--- src/rtl/lcd_hd44780_responder_if.sv ---
`timescale 1ns/1ps
// 8-bit HD44780 pin bundle: initiator drives DATA/RS/RW/EN,
// responder returns read data and its output-enable.
interface lcd_hd44780_responder_if;
  logic [7:0] lcd_data_in;
  logic       lcd_rs;
  logic       lcd_rw;
  logic       lcd_en;
  logic [7:0] lcd_data_out;
  logic       lcd_data_oe;

  modport master (
    output lcd_data_in,
    output lcd_rs,
    output lcd_rw,
    output lcd_en,
    input  lcd_data_out,
    input  lcd_data_oe
  );

  modport slave (
    input  lcd_data_in,
    input  lcd_rs,
    input  lcd_rw,
    input  lcd_en,
    output lcd_data_out,
    output lcd_data_oe
  );
endinterface

--- src/rtl/lcd_hd44780_responder.sv ---
`timescale 1ns/1ps
// HD44780 bus responder: shadows a 2x16 DDRAM and controller state,
// models the busy flag and answers status/data reads.
module lcd_hd44780_responder #(
  parameter int unsigned BUSY_CYCLES  = 2000,
  parameter int unsigned CLEAR_CYCLES = 80000
) (
  input  logic        clock,
  input  logic        reset_n,
  lcd_hd44780_responder_if.slave bus,
  input  logic [4:0]  char_addr,
  output logic [7:0]  char_out,
  output logic        display_on,
  output logic        busy,
  output logic        overrun,
  output logic        addr_err,
  output logic [15:0] write_count
);
  typedef enum logic [1:0] {
    S_IDLE,
    S_CLEAR,
    S_BUSY
  } state_e;

  localparam int unsigned CLR_TAIL = CLEAR_CYCLES - 32;

  logic [7:0] d_s1_q, d_s2_q, d_p_q;
  logic       rs_s1_q, rs_s2_q, rs_p_q;
  logic       rw_s1_q, rw_s2_q, rw_p_q;
  logic       en_s1_q, en_s2_q, en_p_q;

  always_ff @(posedge clock or negedge reset_n) begin
    if (!reset_n) begin
      d_s1_q  <= '0;
      d_s2_q  <= '0;
      d_p_q   <= '0;
      rs_s1_q <= 1'b0;
      rs_s2_q <= 1'b0;
      rs_p_q  <= 1'b0;
      rw_s1_q <= 1'b0;
      rw_s2_q <= 1'b0;
      rw_p_q  <= 1'b0;
      en_s1_q <= 1'b0;
      en_s2_q <= 1'b0;
      en_p_q  <= 1'b0;
    end else begin
      d_s1_q  <= bus.lcd_data_in;
      d_s2_q  <= d_s1_q;
      d_p_q   <= d_s2_q;
      rs_s1_q <= bus.lcd_rs;
      rs_s2_q <= rs_s1_q;
      rs_p_q  <= rs_s2_q;
      rw_s1_q <= bus.lcd_rw;
      rw_s2_q <= rw_s1_q;
      rw_p_q  <= rw_s2_q;
      en_s1_q <= bus.lcd_en;
      en_s2_q <= en_s1_q;
      en_p_q  <= en_s2_q;
    end
  end

  state_e      state_q, state_d;
  logic [31:0] cnt_q, cnt_d;
  logic [4:0]  wipe_q, wipe_d;
  logic        wipe_en;

  logic [4:0]  idx_q, idx_d;
  logic        inc_q, inc_d;
  logic        disp_q, disp_d;
  logic        ovr_q, ovr_d;
  logic        aerr_q, aerr_d;
  logic [15:0] wcnt_q, wcnt_d;
  logic [7:0]  mem_q [32];
  logic [6:0]  addr;

  logic fall, wr_acc, wr_drop, cmd_acc, dat_acc, rd_step;
  logic is_clr, is_home, is_ems, is_dc, is_set;

  // rs/rw/data come from the sample taken alongside the last EN-high one
  assign fall    = en_p_q & ~en_s2_q;
  assign wr_acc  = fall & ~rw_p_q & ~busy;
  assign wr_drop = fall & ~rw_p_q & busy;
  assign cmd_acc = wr_acc & ~rs_p_q;
  assign dat_acc = wr_acc & rs_p_q;
  assign rd_step = fall & rw_p_q & rs_p_q & ~busy;

  assign is_clr  = (d_p_q == 8'h01);
  assign is_home = (d_p_q[7:1] == 7'h01);
  assign is_ems  = (d_p_q[7:2] == 6'h01);
  assign is_dc   = (d_p_q[7:3] == 5'h01);
  assign is_set  = d_p_q[7];

  assign addr = {idx_q[4], 2'b00, idx_q[3:0]};

  always_ff @(posedge clock or negedge reset_n) begin
    if (!reset_n) begin
      state_q <= S_IDLE;
      cnt_q   <= '0;
      wipe_q  <= '0;
    end else begin
      state_q <= state_d;
      cnt_q   <= cnt_d;
      wipe_q  <= wipe_d;
    end
  end

  always_comb begin
    state_d = state_q;
    cnt_d   = cnt_q;
    wipe_d  = wipe_q;
    unique case (state_q)
      S_IDLE: begin
        if (wr_acc) begin
          if (cmd_acc && is_clr) begin
            state_d = S_CLEAR;
            wipe_d  = '0;
          end else begin
            state_d = S_BUSY;
            cnt_d   = (cmd_acc && is_home) ? CLEAR_CYCLES : BUSY_CYCLES;
          end
        end
      end
      S_CLEAR: begin
        wipe_d = wipe_q + 5'd1;
        if (wipe_q == 5'd31) begin
          state_d = S_BUSY;
          cnt_d   = CLR_TAIL;
        end
      end
      S_BUSY: begin
        if (cnt_q <= 32'd1) begin
          state_d = S_IDLE;
        end else begin
          cnt_d = cnt_q - 32'd1;
        end
      end
      default: state_d = S_IDLE;
    endcase
  end

  always_comb begin
    busy    = (state_q != S_IDLE);
    wipe_en = (state_q == S_CLEAR);
  end

  always_comb begin
    idx_d  = idx_q;
    inc_d  = inc_q;
    disp_d = disp_q;
    ovr_d  = ovr_q | wr_drop;
    aerr_d = aerr_q;
    wcnt_d = wcnt_q;
    if (dat_acc && wcnt_q != 16'hFFFF) begin
      wcnt_d = wcnt_q + 16'd1;
    end
    // linear 5-bit index wraps 15->16 (0x0F->0x40) and 31->0
    if (dat_acc || rd_step) begin
      idx_d = inc_q ? idx_q + 5'd1 : idx_q - 5'd1;
    end
    if (cmd_acc) begin
      unique case (1'b1)
        is_clr: begin
          idx_d = '0;
          inc_d = 1'b1;
        end
        is_home: idx_d = '0;
        is_ems:  inc_d = d_p_q[1];
        is_dc:   disp_d = d_p_q[2];
        is_set: begin
          if (d_p_q[5:4] == 2'b00) begin
            idx_d = {d_p_q[6], d_p_q[3:0]};
          end else begin
            aerr_d = 1'b1;
          end
        end
        default: ;
      endcase
    end
  end

  always_ff @(posedge clock or negedge reset_n) begin
    if (!reset_n) begin
      idx_q  <= '0;
      inc_q  <= 1'b1;
      disp_q <= 1'b0;
      ovr_q  <= 1'b0;
      aerr_q <= 1'b0;
      wcnt_q <= '0;
    end else begin
      idx_q  <= idx_d;
      inc_q  <= inc_d;
      disp_q <= disp_d;
      ovr_q  <= ovr_d;
      aerr_q <= aerr_d;
      wcnt_q <= wcnt_d;
    end
  end

  always_ff @(posedge clock or negedge reset_n) begin
    if (!reset_n) begin
      for (int i = 0; i < 32; i++) begin
        mem_q[i] <= 8'h20;
      end
    end else if (wipe_en) begin
      mem_q[wipe_q] <= 8'h20;
    end else if (dat_acc) begin
      mem_q[idx_q] <= d_p_q;
    end
  end

  assign bus.lcd_data_oe  = en_s2_q & rw_s2_q;
  assign bus.lcd_data_out = !bus.lcd_data_oe ? 8'h00 :
                            rs_s2_q ? mem_q[idx_q] : {busy, addr};

  assign char_out    = mem_q[char_addr];
  assign display_on  = disp_q;
  assign overrun     = ovr_q;
  assign addr_err    = aerr_q;
  assign write_count = wcnt_q;
endmodule

--- src/flat_wrapper.sv ---
// flat-port wrapper written by rule: the top's interface ports become plain ports
module lcd_hd44780_responder_flat 
#(
  parameter int unsigned BUSY_CYCLES  = 2000,
  parameter int unsigned CLEAR_CYCLES = 80000
)
  (clock, reset_n, char_addr, char_out, display_on, busy, overrun, addr_err, write_count, bus_lcd_data_in, bus_lcd_rs, bus_lcd_rw, bus_lcd_en, bus_lcd_data_out, bus_lcd_data_oe);
  lcd_hd44780_responder_if bus_i ();
  input  logic clock;
  input  logic reset_n;
  input  logic [4:0] char_addr;
  output logic [7:0] char_out;
  output logic display_on;
  output logic busy;
  output logic overrun;
  output logic addr_err;
  output logic [15:0] write_count;
  input wire logic [$bits(bus_i.lcd_data_in)-1:0] bus_lcd_data_in;
  input wire logic [$bits(bus_i.lcd_rs)-1:0] bus_lcd_rs;
  input wire logic [$bits(bus_i.lcd_rw)-1:0] bus_lcd_rw;
  input wire logic [$bits(bus_i.lcd_en)-1:0] bus_lcd_en;
  output wire logic [$bits(bus_i.lcd_data_out)-1:0] bus_lcd_data_out;
  output wire logic [$bits(bus_i.lcd_data_oe)-1:0] bus_lcd_data_oe;
  assign bus_i.lcd_data_in = bus_lcd_data_in;
  assign bus_i.lcd_rs = bus_lcd_rs;
  assign bus_i.lcd_rw = bus_lcd_rw;
  assign bus_i.lcd_en = bus_lcd_en;
  assign bus_lcd_data_out = bus_i.lcd_data_out;
  assign bus_lcd_data_oe = bus_i.lcd_data_oe;
  lcd_hd44780_responder #(.BUSY_CYCLES(BUSY_CYCLES), .CLEAR_CYCLES(CLEAR_CYCLES)) u_core (.clock(clock), .reset_n(reset_n), .bus(bus_i), .char_addr(char_addr), .char_out(char_out), .display_on(display_on), .busy(busy), .overrun(overrun), .addr_err(addr_err), .write_count(write_count));
endmodule
--- config.mk ---
export PLATFORM = sky130hd
export DESIGN_NAME = lcd_hd44780_responder_flat
export DESIGN_NICKNAME = d
export VERILOG_FILES = /design/src/rtl/lcd_hd44780_responder_if.sv /design/src/rtl/lcd_hd44780_responder.sv /design/src/flat_wrapper.sv
export SDC_FILE = /design/constraint.sdc
export NUM_CORES = 1
export LEC_CHECK = 0
export ABC_CLOCK_PERIOD_IN_PS = 3600
export CORE_MARGIN = 5
export CORE_UTILIZATION = 30
export CTS_CLUSTER_DIAMETER = 100
export CTS_CLUSTER_SIZE = 20
export DETAILED_ROUTE_END_ITERATION = 12
export PLACE_DENSITY = 0.45
export SETUP_SLACK_MARGIN = 0.15
export SLEW_MARGIN = 5
export SYNTH_ARGS = -nofsm -noshare
export SYNTH_HDL_FRONTEND = slang
export SYNTH_SLANG_ARGS = --single-unit
--- constraint.sdc ---
create_clock -name clock -period 3.6 [get_ports clock]
set_input_delay 0.72 -clock clock [delete_from_list [all_inputs] [get_ports clock]]
set_output_delay 0.72 -clock clock [all_outputs]
set_load 0.05 [all_outputs]
==> metrics.md <==
| Metric | Value |
|---|---|
| Outcome | finished, final reports clean |
| Cell Rows | 90 |
| N_diodes | 0 |
| Syn Nets | 1,442 |
| Seq/Total Area, Yosys | 48.8% |
| Fillers | 5,811 |
| Endpoints failing setup | 0 |
| Port buffer count | 54 |
| Non-filler instance count after layout | 2,309 |
| Ys flop type | dfrtp_1 |
| Vias in the first global route | 13,600 |
| RSZ-0062 raised after global routing | true |
| Distinct cells, synth | 71 |
| Core Region | 60,200 sq um |
| Post-synth EDFFs | 0 |
| Max Cap Viol | 0 |
| Clock Latency Late Sink | 0.58 ns |
| Share of power burned in registers | 41.4% |
| Routed vias | 13,400 |
| CTS buffer count | 25 |
| Syn avg cell area | 12.9 sq um |
| DP Cell Count | 2,230 |
| Starting Density | 30.2% |
| Design internal power | 0.00827 W |
| Initial antenna violation count | 0 |
| Mapped Cells | 1,408 |
| WS Path Type | reg2out |
| Req. time, crit path | 2.88 ns |
| Warnings from Yosys | 0 |
| P_sw | 0.00466 W |
| GP Congestion | 0.916 |
| Drt pass-1 iters | 5 |
| CTS clk-pin slew, worst paths | 0.09 ns |
| Nets@finish | 1,543 |
| Post-Syn Area | 18,200 sq um |
| Routed len/inst | 27.3 microns |
| Fraction of layout cells with a size suffix above 1 | 29.7% |
| Height of the chip | 256 microns |
| Clock power share | 23.6% |
| Root buf cell | clkbuf_16 |
| Max-slew violations | 0 |
| Placed cell areas | 20,100 sq um |
| CTS tree | built |
| H-tree depth | 1 |
| Cells on worst reg2reg path | 10 |
| Post-layout util | 35.8% |
| Drt drc | 0 |
| R2r startpoint | u_core.state_q[0] |
| Fin area | 21,600 sq um |
| Commonest cells after routing, fill and taps aside | 317 x dfrtp_1, 224 x a22o_1, 142 x mux4_2 |
| Net Sw Frac | 36.0% |
| Worst hold path class | in2async |
| Initial DRC count | 1,585 |
| P_leak | 8.99 nW |
| Clk_skew | 0.0301 ns |
| Total GRT Usage | 18.8% |
| Crit Path Max Fanout | 7 |
| Pwr per Cell Area | 600 nW/um^2 |
| Most common cell after layout, fill and taps aside | dfrtp_1 |
| Fin crit period | 3.57 ns |
| Peak VDD IR | 0.000368 V |
| Critical Path Source Type | register |
| DP Wirelength | 44,800 microns |
| Fin crit share | 99.0% |
| Die area | 65,700 sq um |
| Total grt overflow | 0 |
| Max Clock Freq | 280 MHz |
| Routed WL | 63,100 microns |
| Reg2reg setup slack | 0.51 ns |
| Number of routed nets with antenna violations | 0 |
| Largest net degree at the start of global routing | 85 |
| RR Endpoint | u_core.cnt_q[12] |
| Max_slew headroom | 17.5% |
| First-pass GRT wire length | 94,900 microns |
| Async S/R FF share, synth | 100% |
| Maximum buffer depth of the clock tree | 3 |
| Hold buffer count at cts | 0 |
| Logic gate share of total power | 35.0% |
| Top-Level Pins | 55 |
| CP endpoint kind | output port |
| Area growth syn-to-layout | 18.4% |
| #FFs+latches synth | 353 |
| Final hold viol count | 0 |
| Sink Count | 353 |
| Worst Tran Pin Value | 1.24 ns |
| Arrival time at the worst endpoint | 2.85 ns |
| DR vias/cell | 5.82 |
| Die span in x | 256 microns |
-- synth_stat cells (4+ instances only) --
| master | count | area share, % |
|---|---|---|
| dfrtp_1 | 320 | 44 |
| a22o_1 | 227 | 11 |
| mux4_2 | 142 | 18 |
| clkbuf_1 | 67 | 1.4 |
| a21oi_1 | 61 | 1.7 |
| inv_1 | 53 | 1.1 |
| o21ai_0 | 46 | 1.3 |
| nand2_1 | 45 | 0.93 |
| a22oi_1 | 44 | 1.8 |
| nor2_1 | 40 | 0.82 |
| dfstp_2 | 33 | 4.8 |
| nor3_1 | 22 | 0.60 |
| nor2_4 | 21 | 1.3 |
| xnor2_1 | 21 | 1.0 |
| buf_2 | 19 | 0.52 |
| nand3_1 | 19 | 0.52 |
| ha_1 | 15 | 1.0 |
| nand4_1 | 13 | 0.45 |
| a31oi_1 | 12 | 0.41 |
| mux2_2 | 11 | 0.68 |
| nor2_2 | 11 | 0.38 |
| and3_1 | 10 | 0.34 |
| buf_1 | 10 | 0.21 |
| mux2i_1 | 10 | 0.55 |
| nor2b_1 | 10 | 0.34 |
| nor4_1 | 10 | 0.34 |
| and2_1 | 9 | 0.31 |
| nand2b_1 | 7 | 0.24 |
| o31ai_1 | 7 | 0.29 |
| or4_1 | 6 | 0.25 |
| o21ai_1 | 5 | 0.14 |
| or3_1 | 5 | 0.17 |
| a221oi_1 | 4 | 0.19 |
| a311oi_1 | 4 | 0.19 |
| nand3_2 | 4 | 0.22 |
| nor3b_1 | 4 | 0.16 |
| o21a_1 | 4 | 0.16 |
-- cell type report --
| type | instances | area (sq um) | area share [%] |
|---|---|---|---|
| clock buffers | 35 | 663 | 3.08 |
| multi-input cells | 901 | 8940 | 41.5 |
| flip-flops and latches | 353 | 8880 | 41.2 |
| well taps | 782 | 978 | 4.54 |
| repair buffers | 174 | 1730 | 8.01 |
| inverters | 54 | 203 | 0.940 |
| clock inverters | 10 | 166 | 0.772 |
-- power groups by stage --
stage	clock network, W	registers, W	logic (W)
floorplan	0	0.00505	0.00278
global placement	0	0.00543	0.00386
detailed placement	0	0.00540	0.00391
CTS	0.00315	0.00531	0.00427
global route	0.00328	0.00541	0.00486
finish	0.00306	0.00535	0.00452
-- flip-flops by register name, summed over array words and instances (netlist names) --
signal / flops
u_core.rs_s2_q: 1
u_core.rw_p_q: 1
u_core.overrun: 1
u_core.rw_s1_q: 1
u_core.cnt_q: 32
u_core.rs_s1_q: 1
u_core.display_on: 1
u_core.inc_q: 1
u_core.mem_q: 256
u_core.addr_err: 1
u_core.d_p_q: 8
u_core.rw_s2_q: 1
u_core.state_q: 2
u_core.idx_q: 5
u_core.d_s2_q: 8
u_core.en_s2_q: 1
u_core.en_p_q: 1
u_core.wipe_q: 5
u_core.d_s1_q: 8
u_core.rs_p_q: 1
u_core.en_s1_q: 1
u_core.write_count: 16
-- worst max-delay path, stage by stage (launching register included) --
cell and delay [ns]:
dfrtp_4 0.55, buf_12 0.16, buf_8 0.11, mux4_2 0.55, a22oi_2 0.21, nand3_2 0.15
a21oi_2 0.15, a21oi_2 0.08, buf_4 0.18, buf_12 0.14
-- metrics by stage --
step	hold slack (ns)	TNS, ns	total power, W	setup slack (ns)
final	0.143	0	0.0129	0.0349
after global routing	0.192	-0.0516	0.0136	-0.0337
after CTS	0.170	0	0.0127	0.00775
after detailed placement	0.335	0	0.00930	0.130
after global placement	0.333	0	0.00929	0.167
after floorplan	0.331	0	0.00783	0.162
-- worst max path at each step --
stage                          from                   to  slack, ns  depth (start not counted)
floorplan           u_core.idx_q[1]  bus_lcd_data_out[2]       0.16                          7
global placement       char_addr[0]          char_out[1]       0.17                          6
detailed placement     char_addr[0]          char_out[1]       0.13                          6
CTS                 u_core.idx_q[0]  bus_lcd_data_out[7]      0.008                          9
global route        u_core.idx_q[0]  bus_lcd_data_out[7]      -0.03                          9
finish              u_core.idx_q[0]  bus_lcd_data_out[7]       0.03                          9
-- routing by layer --
layer | GRT usage [%] | up-vias | part of all wire (%)
met5 | 0 | - | 0
met4 | 4.45 | 0 | 2.7
met3 | 2.56 | 80 | 6.8
met2 | 28.9 | 525 | 45
met1 | 28.3 | 7108 | 46
li1 | - | 5736 | -
-- repair_timing --
action,CTS,global route
endpoints found under the setup margin,9,28
buffers inserted,16,15
cloned,2,1
gates resized for setup,38,40
pin swaps,11,17
-- kinds of logic (layout without fill, tap and decap cells) --
| group | Yosys count | after routing | synth area share [%] |
|---|---|---|---|
| xor+xnor | 23 | 23 | 1.11 |
| fa+ha+maj | 16 | 16 | 1.14 |
| buf+inv | 154 | 273 | 3.41 |
| flops | 353 | 353 | 48.8 |
| mux | 163 | 163 | 18.8 |
| compound gates | 443 | 443 | 18.4 |
| simple gates | 256 | 256 | 8.37 |
Power figures use the tool's default switching activity.
